--- config.mk ---
export PLATFORM = sky130hd
export DESIGN_NAME = cnn_kernel_mac_pipe
export DESIGN_NICKNAME = d
export VERILOG_FILES = /design/src/rtl/cnn_kernel_mac_pipe.sv
export SDC_FILE = /design/constraint.sdc
export NUM_CORES = 2
export LEC_CHECK = 0
export ABC_CLOCK_PERIOD_IN_PS = 6600
export CAP_MARGIN = 15
export CORE_ASPECT_RATIO = 1.25
export CORE_MARGIN = 2
export CORE_UTILIZATION = 30
export CTS_CLUSTER_SIZE = 10
export DETAILED_ROUTE_END_ITERATION = 16
export PLACE_DENSITY = 0.57
export RECOVER_POWER = 25
export SLEW_MARGIN = 20
export SYNTH_ARGS = -nofsm -noshare
export SYNTH_HDL_FRONTEND = slang
export SYNTH_SLANG_ARGS = --single-unit
export TNS_END_PERCENT = 5
--- constraint.sdc ---
create_clock -name clk -period 6.6 [get_ports clk]
set_input_delay 1.98 -clock clk [delete_from_list [all_inputs] [get_ports clk]]
set_output_delay 1.98 -clock clk [all_outputs]
set_load 0.05 [all_outputs]
--- src/rtl/cnn_kernel_mac_pipe.sv ---
`default_nettype none
// ============================================================================
// Module   : cnn_kernel_mac_pipe
// Brief    : Signed KXxKY window MAC with adder-tree reduction, accumulation
//            over CI input channels, bias, optional ReLU and output saturation.
// Revision : 1.0 - initial release
// ============================================================================
module cnn_kernel_mac_pipe #(
    parameter int KX     = 3,
    parameter int KY     = 3,
    parameter int I_F_BW = 8,
    parameter int W_BW   = 8,
    parameter int B_BW   = 16,
    parameter int CI     = 4,
    parameter int OUT_BW = 16,
    localparam int CH_BW = $clog2(CI) + ((CI == 1) ? 1 : 0)
) (
    input  logic                       clk,
    input  logic                       reset_n,
    input  logic                       i_soft_reset,
    input  logic                       i_relu_en,
    input  logic [B_BW-1:0]            i_bias,
    input  logic                       i_in_valid,
    input  logic [KX*KY*I_F_BW-1:0]    i_in_fmap,
    input  logic [KX*KY*W_BW-1:0]      i_cnn_weight,
    output logic [CH_BW-1:0]           o_ch_idx,
    output logic                       o_ot_valid,
    output logic [OUT_BW-1:0]          o_ot_data
);

    localparam int NTAP    = KX * KY;
    localparam int MUL_BW  = I_F_BW + W_BW;
    localparam int SUM_BW  = MUL_BW + $clog2(NTAP);
    localparam int PRE_BW  = SUM_BW + $clog2(CI);
    localparam int ACC_BW  = ((PRE_BW > B_BW) ? PRE_BW : B_BW) + 1;

    localparam logic [CH_BW-1:0] c_last_ch = CH_BW'(CI - 1);

    // ------------------------------------------------------------------
    // Channel counter
    // ------------------------------------------------------------------
    logic [CH_BW-1:0] r_ch;
    logic             w_first;
    logic             w_last;

    assign w_first  = (r_ch == '0);
    assign w_last   = (r_ch == c_last_ch);
    assign o_ch_idx = r_ch;

    always_ff @(posedge clk or negedge reset_n) begin
        if (!reset_n) begin
            r_ch <= '0;
        end else if (i_soft_reset) begin
            r_ch <= '0;
        end else if (i_in_valid) begin
            r_ch <= w_last ? '0 : r_ch + 1'b1;
        end
    end

    // ------------------------------------------------------------------
    // S1: element-wise signed products
    // ------------------------------------------------------------------
    logic signed [MUL_BW-1:0] w_mul [NTAP];
    logic signed [MUL_BW-1:0] r_mul [NTAP];
    logic                     r1_valid;
    logic                     r1_first;
    logic                     r1_last;
    logic signed [B_BW-1:0]   r1_bias;
    logic                     r1_relu;

    for (genvar n = 0; n < NTAP; n++) begin : g_tap
        assign w_mul[n] = MUL_BW'($signed(i_in_fmap[n*I_F_BW +: I_F_BW]))
                        * MUL_BW'($signed(i_cnn_weight[n*W_BW +: W_BW]));
    end

    always_ff @(posedge clk or negedge reset_n) begin
        if (!reset_n) begin
            r1_valid <= 1'b0;
            r1_first <= 1'b0;
            r1_last  <= 1'b0;
            r1_bias  <= '0;
            r1_relu  <= 1'b0;
            for (int n = 0; n < NTAP; n++) r_mul[n] <= '0;
        end else if (i_soft_reset) begin
            r1_valid <= 1'b0;
            r1_first <= 1'b0;
            r1_last  <= 1'b0;
            r1_bias  <= '0;
            r1_relu  <= 1'b0;
            for (int n = 0; n < NTAP; n++) r_mul[n] <= '0;
        end else begin
            r1_valid <= i_in_valid;
            if (i_in_valid) begin
                r1_first <= w_first;
                r1_last  <= w_last;
                r1_bias  <= $signed(i_bias);
                r1_relu  <= i_relu_en;
                for (int n = 0; n < NTAP; n++) r_mul[n] <= w_mul[n];
            end
        end
    end

    // ------------------------------------------------------------------
    // S2: adder-tree reduction (width grown so it can never overflow)
    // ------------------------------------------------------------------
    logic signed [SUM_BW-1:0] w_sum;
    logic signed [SUM_BW-1:0] r2_sum;
    logic                     r2_valid;
    logic                     r2_first;
    logic                     r2_last;
    logic signed [B_BW-1:0]   r2_bias;
    logic                     r2_relu;

    always_comb begin
        w_sum = '0;
        for (int n = 0; n < NTAP; n++) begin
            w_sum = w_sum + SUM_BW'(r_mul[n]);
        end
    end

    always_ff @(posedge clk or negedge reset_n) begin
        if (!reset_n) begin
            r2_valid <= 1'b0;
            r2_first <= 1'b0;
            r2_last  <= 1'b0;
            r2_bias  <= '0;
            r2_relu  <= 1'b0;
            r2_sum   <= '0;
        end else if (i_soft_reset) begin
            r2_valid <= 1'b0;
            r2_first <= 1'b0;
            r2_last  <= 1'b0;
            r2_bias  <= '0;
            r2_relu  <= 1'b0;
            r2_sum   <= '0;
        end else begin
            r2_valid <= r1_valid;
            if (r1_valid) begin
                r2_first <= r1_first;
                r2_last  <= r1_last;
                r2_bias  <= r1_bias;
                r2_relu  <= r1_relu;
                r2_sum   <= w_sum;
            end
        end
    end

    // ------------------------------------------------------------------
    // S3: accumulate; the first beat of a group reloads with its own bias
    // so back-to-back groups never mix.
    // ------------------------------------------------------------------
    logic signed [ACC_BW-1:0] r_acc;
    logic signed [ACC_BW-1:0] w_acc_base;
    logic                     r3_done;
    logic                     r_grp_relu;

    assign w_acc_base = r2_first ? ACC_BW'(r2_bias) : r_acc;

    always_ff @(posedge clk or negedge reset_n) begin
        if (!reset_n) begin
            r_acc      <= '0;
            r3_done    <= 1'b0;
            r_grp_relu <= 1'b0;
        end else if (i_soft_reset) begin
            r_acc      <= '0;
            r3_done    <= 1'b0;
            r_grp_relu <= 1'b0;
        end else begin
            r3_done <= r2_valid && r2_last;
            if (r2_valid) begin
                r_acc <= w_acc_base + ACC_BW'(r2_sum);
                if (r2_first) begin
                    r_grp_relu <= r2_relu;
                end
            end
        end
    end

    // ------------------------------------------------------------------
    // S4: ReLU on the finished group
    // ------------------------------------------------------------------
    logic signed [ACC_BW-1:0] r4_val;
    logic                     r4_valid;

    always_ff @(posedge clk or negedge reset_n) begin
        if (!reset_n) begin
            r4_val   <= '0;
            r4_valid <= 1'b0;
        end else if (i_soft_reset) begin
            r4_val   <= '0;
            r4_valid <= 1'b0;
        end else begin
            r4_valid <= r3_done;
            if (r3_done) begin
                r4_val <= (r_grp_relu && r_acc < 0) ? '0 : r_acc;
            end
        end
    end

    // ------------------------------------------------------------------
    // Output: saturate to OUT_BW and register; data holds between pulses
    // ------------------------------------------------------------------
    logic [OUT_BW-1:0] w_sat;

    if (ACC_BW > OUT_BW) begin : g_sat_narrow
        always_comb begin
            if (!r4_val[ACC_BW-1] && (|r4_val[ACC_BW-2:OUT_BW-1])) begin
                w_sat = {1'b0, {(OUT_BW-1){1'b1}}};
            end else if (r4_val[ACC_BW-1] && !(&r4_val[ACC_BW-2:OUT_BW-1])) begin
                w_sat = {1'b1, {(OUT_BW-1){1'b0}}};
            end else begin
                w_sat = r4_val[OUT_BW-1:0];
            end
        end
    end else begin : g_sat_wide
        assign w_sat = OUT_BW'(r4_val);
    end

    always_ff @(posedge clk or negedge reset_n) begin
        if (!reset_n) begin
            o_ot_valid <= 1'b0;
            o_ot_data  <= '0;
        end else if (i_soft_reset) begin
            o_ot_valid <= 1'b0;
            o_ot_data  <= '0;
        end else begin
            o_ot_valid <= r4_valid;
            if (r4_valid) begin
                o_ot_data <= w_sat;
            end
        end
    end

endmodule
`default_nettype wire
# Word level (Yosys, flattened, before mapping)
# Cells that the tools add are included.
# totals
regBits	272
output_inout_bits	19
# op_classes
n_addsub	10
mul	9
magnitude_cmp	1
n_eq_ne	1
mux	41
reduce_logical	16
# op_table
operator	n
$mux W144	2
$mul A8 B8 Y16	9
$mux W23	6
$mux W16	8
$add A20 B16 Y20	4
$mux W20	2
$add A23 B20 Y23	1
$lt A23 B1 Y1 const B	1
$add A19 B16 Y20	1
$mux W1	20
$add A18 B16 Y19	1
$add A17 B16 Y18	1
$add A16 B16 Y17	1
$reduce_bool A2 Y1	6
$reduce_and A7 Y1	1
$reduce_or A7 Y1	1
$mux W2	3
$logic_and A1 B1 Y1	4
$add A2 B1 Y2 const B	1
$eq A2 B2 Y1 const B	1
$logic_not A1 Y1	2
$logic_not A2 Y1	1
$reduce_and A2 Y1	1

# Longest topological paths before layout
# depth
depth_word	10
depth_mapped	19
mapped_depth_nobuf	19

# Worst setup path after synthesis
# No wires, ideal clock.
# synth_timing
path_type	input to register
startpoint	input i_cnn_weight[17]
endpoint	register r_mul[111] (netlist name)
arrival_ns	5.767
required_time_ns	6.474
setup_slack_ns	0.707
stages	15
n_path_buf	0
path_cell_list	and2_1 > fa_1 > inv_1 > fa_1 > inv_1 > fa_1 > fa_1 > ha_1 > inv_1 > o21bai_1 > a211oi_1 > o31ai_1 > nor4_1 > o311a_1 > a221o_1
# synth_via
elab_chain_cells	3
# synth_rtl
element	line	text
start, declared	25	input logic [KX*KY*W_BW-1:0] i_cnn_weight,
$mul A8 B8 Y16	73	* MUL_BW'($signed(i_cnn_weight[n*W_BW +: W_BW]));
$mux W144	93	if (i_in_valid) begin
$mux W144	84	end else if (i_soft_reset) begin
end, declared	64	logic signed [MUL_BW-1:0] r_mul [NTAP];
# Every way passes these cells. The select of a mux whose other input is x is not followed.
# A chain may end at the register's enable or synchronous reset.

# Final worst setup path
# layout_timing
startpoint	input i_cnn_weight[50]
endpoint	register r_mul[45] (netlist name)
# Same word-level chain as after synthesis.

==> impl_metrics.json <==
{
  "cts_tree": "yes",
  "pwr-share-comb_pct": 79.0,
  "violations": "capacitance limit, slew limit",
  "gp_congestion": 0.843,
  "power.density_nw_per_um2": 440,
  "cts_resized": 0,
  "tns_ns": 0,
  "power.total_uw": 19300,
  "rsz0062_at_grt": "false",
  "skew_ns": 0.0304,
  "p_leak_uw": 0.0219,
  "die_w_um": 321,
  "cp-end-kind": "flip-flop",
  "core_area_sq_um": 125000,
  "layout.nets": 5343,
  "dr.pass1.iters": 6,
  "num_vias": 26520,
  "seq_area_frac_synth_pct": 18.1,
  "place_ws_ns": -0.256,
  "drcViolationCount": 0,
  "antenna_found_initial": 6,
  "arrival_ns": 6.66,
  "clock_latency_ns": 0.56,
  "yosysUniqueCellTypes": 61,
  "fp.dieH_um": 400,
  "drt_iter0_drc": 1015,
  "wl_per_cell_um": 16.0,
  "synth.top_cells.by_count": "inv_1, fa_1, and2_1, ha_1, nor2_1",
  "clkPwrFrac_pct": 9.6,
  "ios": 184,
  "clock_sinks": 272,
  "track_usage_pct": 15.1,
  "cts_root_buffer": "clkbuf_16",
  "yosysWarnings": 0,
  "fin_crit_ns": 6.25,
  "r2r_setup_slack_ns": 1.47,
  "syn2layout_area_growth_pct": 16.6,
  "cts_max_level": 2,
  "ant_nets": 0,
  "cts_hold_buffers": 0,
  "p_sw_uw": 9530,
  "post_cts_buffers": 0,
  "wl_um": 94100,
  "p_sw_share_pct": 49.3,
  "dpl_cell_area_sq_um": 42800,
  "yosys.area.top_type": "fa_1",
  "worstMarginPinSlew_ns": 3.90,
  "max-slew-margin-rel_pct": -160,
  "synth_seq_cells": 272,
  "crit_type": "in2reg",
  "syn_nets": 4994,
  "hp-class": "reg2reg",
  "initial_core_util_pct": 30.2,
  "synth.area.top_cells": "fa_1, dfrtp_1, ha_1",
  "path_clk_slew_ns": 0.05,
  "startpoint_type": "input port",
  "place_hpwl_um": 79100,
  "required_ns": 7.00,
  "grt_overflow": 0,
  "internal_power_uw": 9790,
  "async_flop_share_pct": 100,
  "setup_viol": 0,
  "pwr-share-seq_pct": 11.4,
  "dieArea_sq_um": 128000,
  "grt_pass1_vias": 29029,
  "drv_cap": 1,
  "clock.fmax_mhz": 160,
  "crit_path_frequent_cell": "fa_1",
  "fin_crit_sh_pct": 94.8,
  "hold_viol_final": 0,
  "crit_path_top_delay_cell": "clkdlybuf4s50_1",
  "outcome": "finished with violations",
  "synth_top_area_share_pct": 32.5,
  "syn_area_per_cell_sq_um": 9.62,
  "netlist_instances": 3913,
  "clockBufferDepth": 3,
  "finalWorstSetupSlack_ns": 0.345,
  "rows": 145,
  "worst_hold_slack_ns": 0.477,
  "path_cells": "clkdlybuf4s50_1 > and2_1 > fa_1 > fa_1 > fa_1 > inv_1 > fa_1 > inv_1 > ha_1 > or2_2 > and2_1 > a211oi_1 > xor2_1 > buf_4 > o22ai_1",
  "vdd_ir_drop_max_uv": 660,
  "synth_area_sq_um": 37600,
  "critical_path.max_fanout": 8,
  "synth_ff_type": "dfrtp_1",
  "grt_pass1_wl_um": 155000,
  "viasPerCell": 4.50,
  "fin_area_sq_um": 43900,
  "yosysMostFrequentCell": "inv_1",
  "drive_gt1_share_pct": 6.57,
  "grt_max_degree": 107,
  "slew_viol_final": 80,
  "cts_made_buffers": 35,
  "io_buffer_count": 183,
  "cpPeakStageDelay_ns": 0.69,
  "synth_edf_count": 0
}
## power groups by stage
stage	clock (uW)	combinational [uW]	sequential, uW
after floorplan	0	11200	2120
after global placement	0	15300	2240
after detailed placement	0	15400	2250
after CTS	1910	15500	2220
after global routing	1980	17500	2240
final	1850	15300	2210
## metrics by stage
step	cells	util (%)
2_1_floorplan	3913	-
3_3_place_gp	5842	34.3
3_5_place_dp	5842	34.3
4_1_cts	5897	35.2
5_1_grt	5898	35.2
6_report	5898	35.2
## flip-flops by register name, summed over array words and instances, names as in the netlist, 2 cells and up
name       count
r_mul        144
r4_val        23
r_acc         23
r2_sum        20
o_ot_data     16
r1_bias       16
r2_bias       16
o_ch_idx       2
## final cells by class
cell class / instances / area [sq um]
diodes: 1 / 2.50
inverters: 884 / 3320
clock buffers: 49 / 958
multi-input cells: 2685 / 27200
well taps: 1617 / 2020
repair buffers: 384 / 3400
clock inverters: 6 / 120
fillers: 12734 / 80800
flip-flops and latches: 272 / 6810
## worst paths after layout
path,startpoint,endpoint,cells past startpoint
worst max-delay path,i_cnn_weight[50],r_mul[45],15
worst min-delay path,o_ot_data[3],o_ot_data[3],2
worst max register to register,r_mul[66],r2_sum[18],17
min in group asynchronous,reset_n,r1_bias[7],1
max in group asynchronous,reset_n,r_mul[34],1
worst min register to register,o_ot_data[3],o_ot_data[3],2
## layer usage
| metal | wire length, um | global-route usage [%] | vias to the layer above |
|---|---|---|---|
| met5 | 59 | 0 | - |
| met4 | 2440 | 3.68 | 10 |
| met3 | 1760 | 1.26 | 126 |
| met2 | 52300 | 29.9 | 280 |
| met1 | 37500 | 17.4 | 13290 |
| li1 | - | - | 12814 |
## layout by cell type (no fill, tap or decap), types with 8 or more instances in the layout
cell type	synthesis	layout
inv_1	884	884
fa_1	611	611
and2_1	375	375
ha_1	305	305
nor2_1	277	276
dfrtp_1	272	271
buf_4	0	197
nand2_1	186	186
clkdlybuf4s50_1	0	180
mux2i_1	152	152
xnor2_1	120	120
a21oi_1	91	90
o21ai_0	68	68
nand2b_1	60	60
a21o_1	35	35
xor2_1	35	35
clkbuf_16	0	35
nand3_1	34	34
o21bai_1	33	33
a211oi_1	31	31
a22o_1	26	26
nor3_1	25	25
mux2_2	16	16
o21ai_1	16	16
o21a_1	15	15
o31ai_1	14	14
or3_1	14	14
and3_1	13	13
a31oi_1	13	13
clkbuf_1	54	11
a311o_1	10	10
or2_2	10	10
nor2b_1	8	8
a32o_1	8	8
nor4bb_1	8	8
## critical path, delay by kind of cell
kind	cells	cell delay [ns]
adder cells (fa/ha/maj)	5	2.25
buffers and inverters	4	0.95
AND/OR/NAND/NOR	3	0.76
AO/OA/AOI/OAI	2	0.35
XOR/XNOR	1	0.34
## logic make-up after synthesis
family                   count (synthesis)  synth area share, %
flip-flops                             272                 18.1
adder cells (fa/ha/maj)                916                 42.7
buffers and inverters                  956                 9.54
AND/OR/NAND/NOR                       1042                 14.3
AO/OA/AOI/OAI                          404                 7.31
XOR/XNOR                               155                 3.61
multiplexers                           168                 4.52
Power figures use the tool's default switching activity.
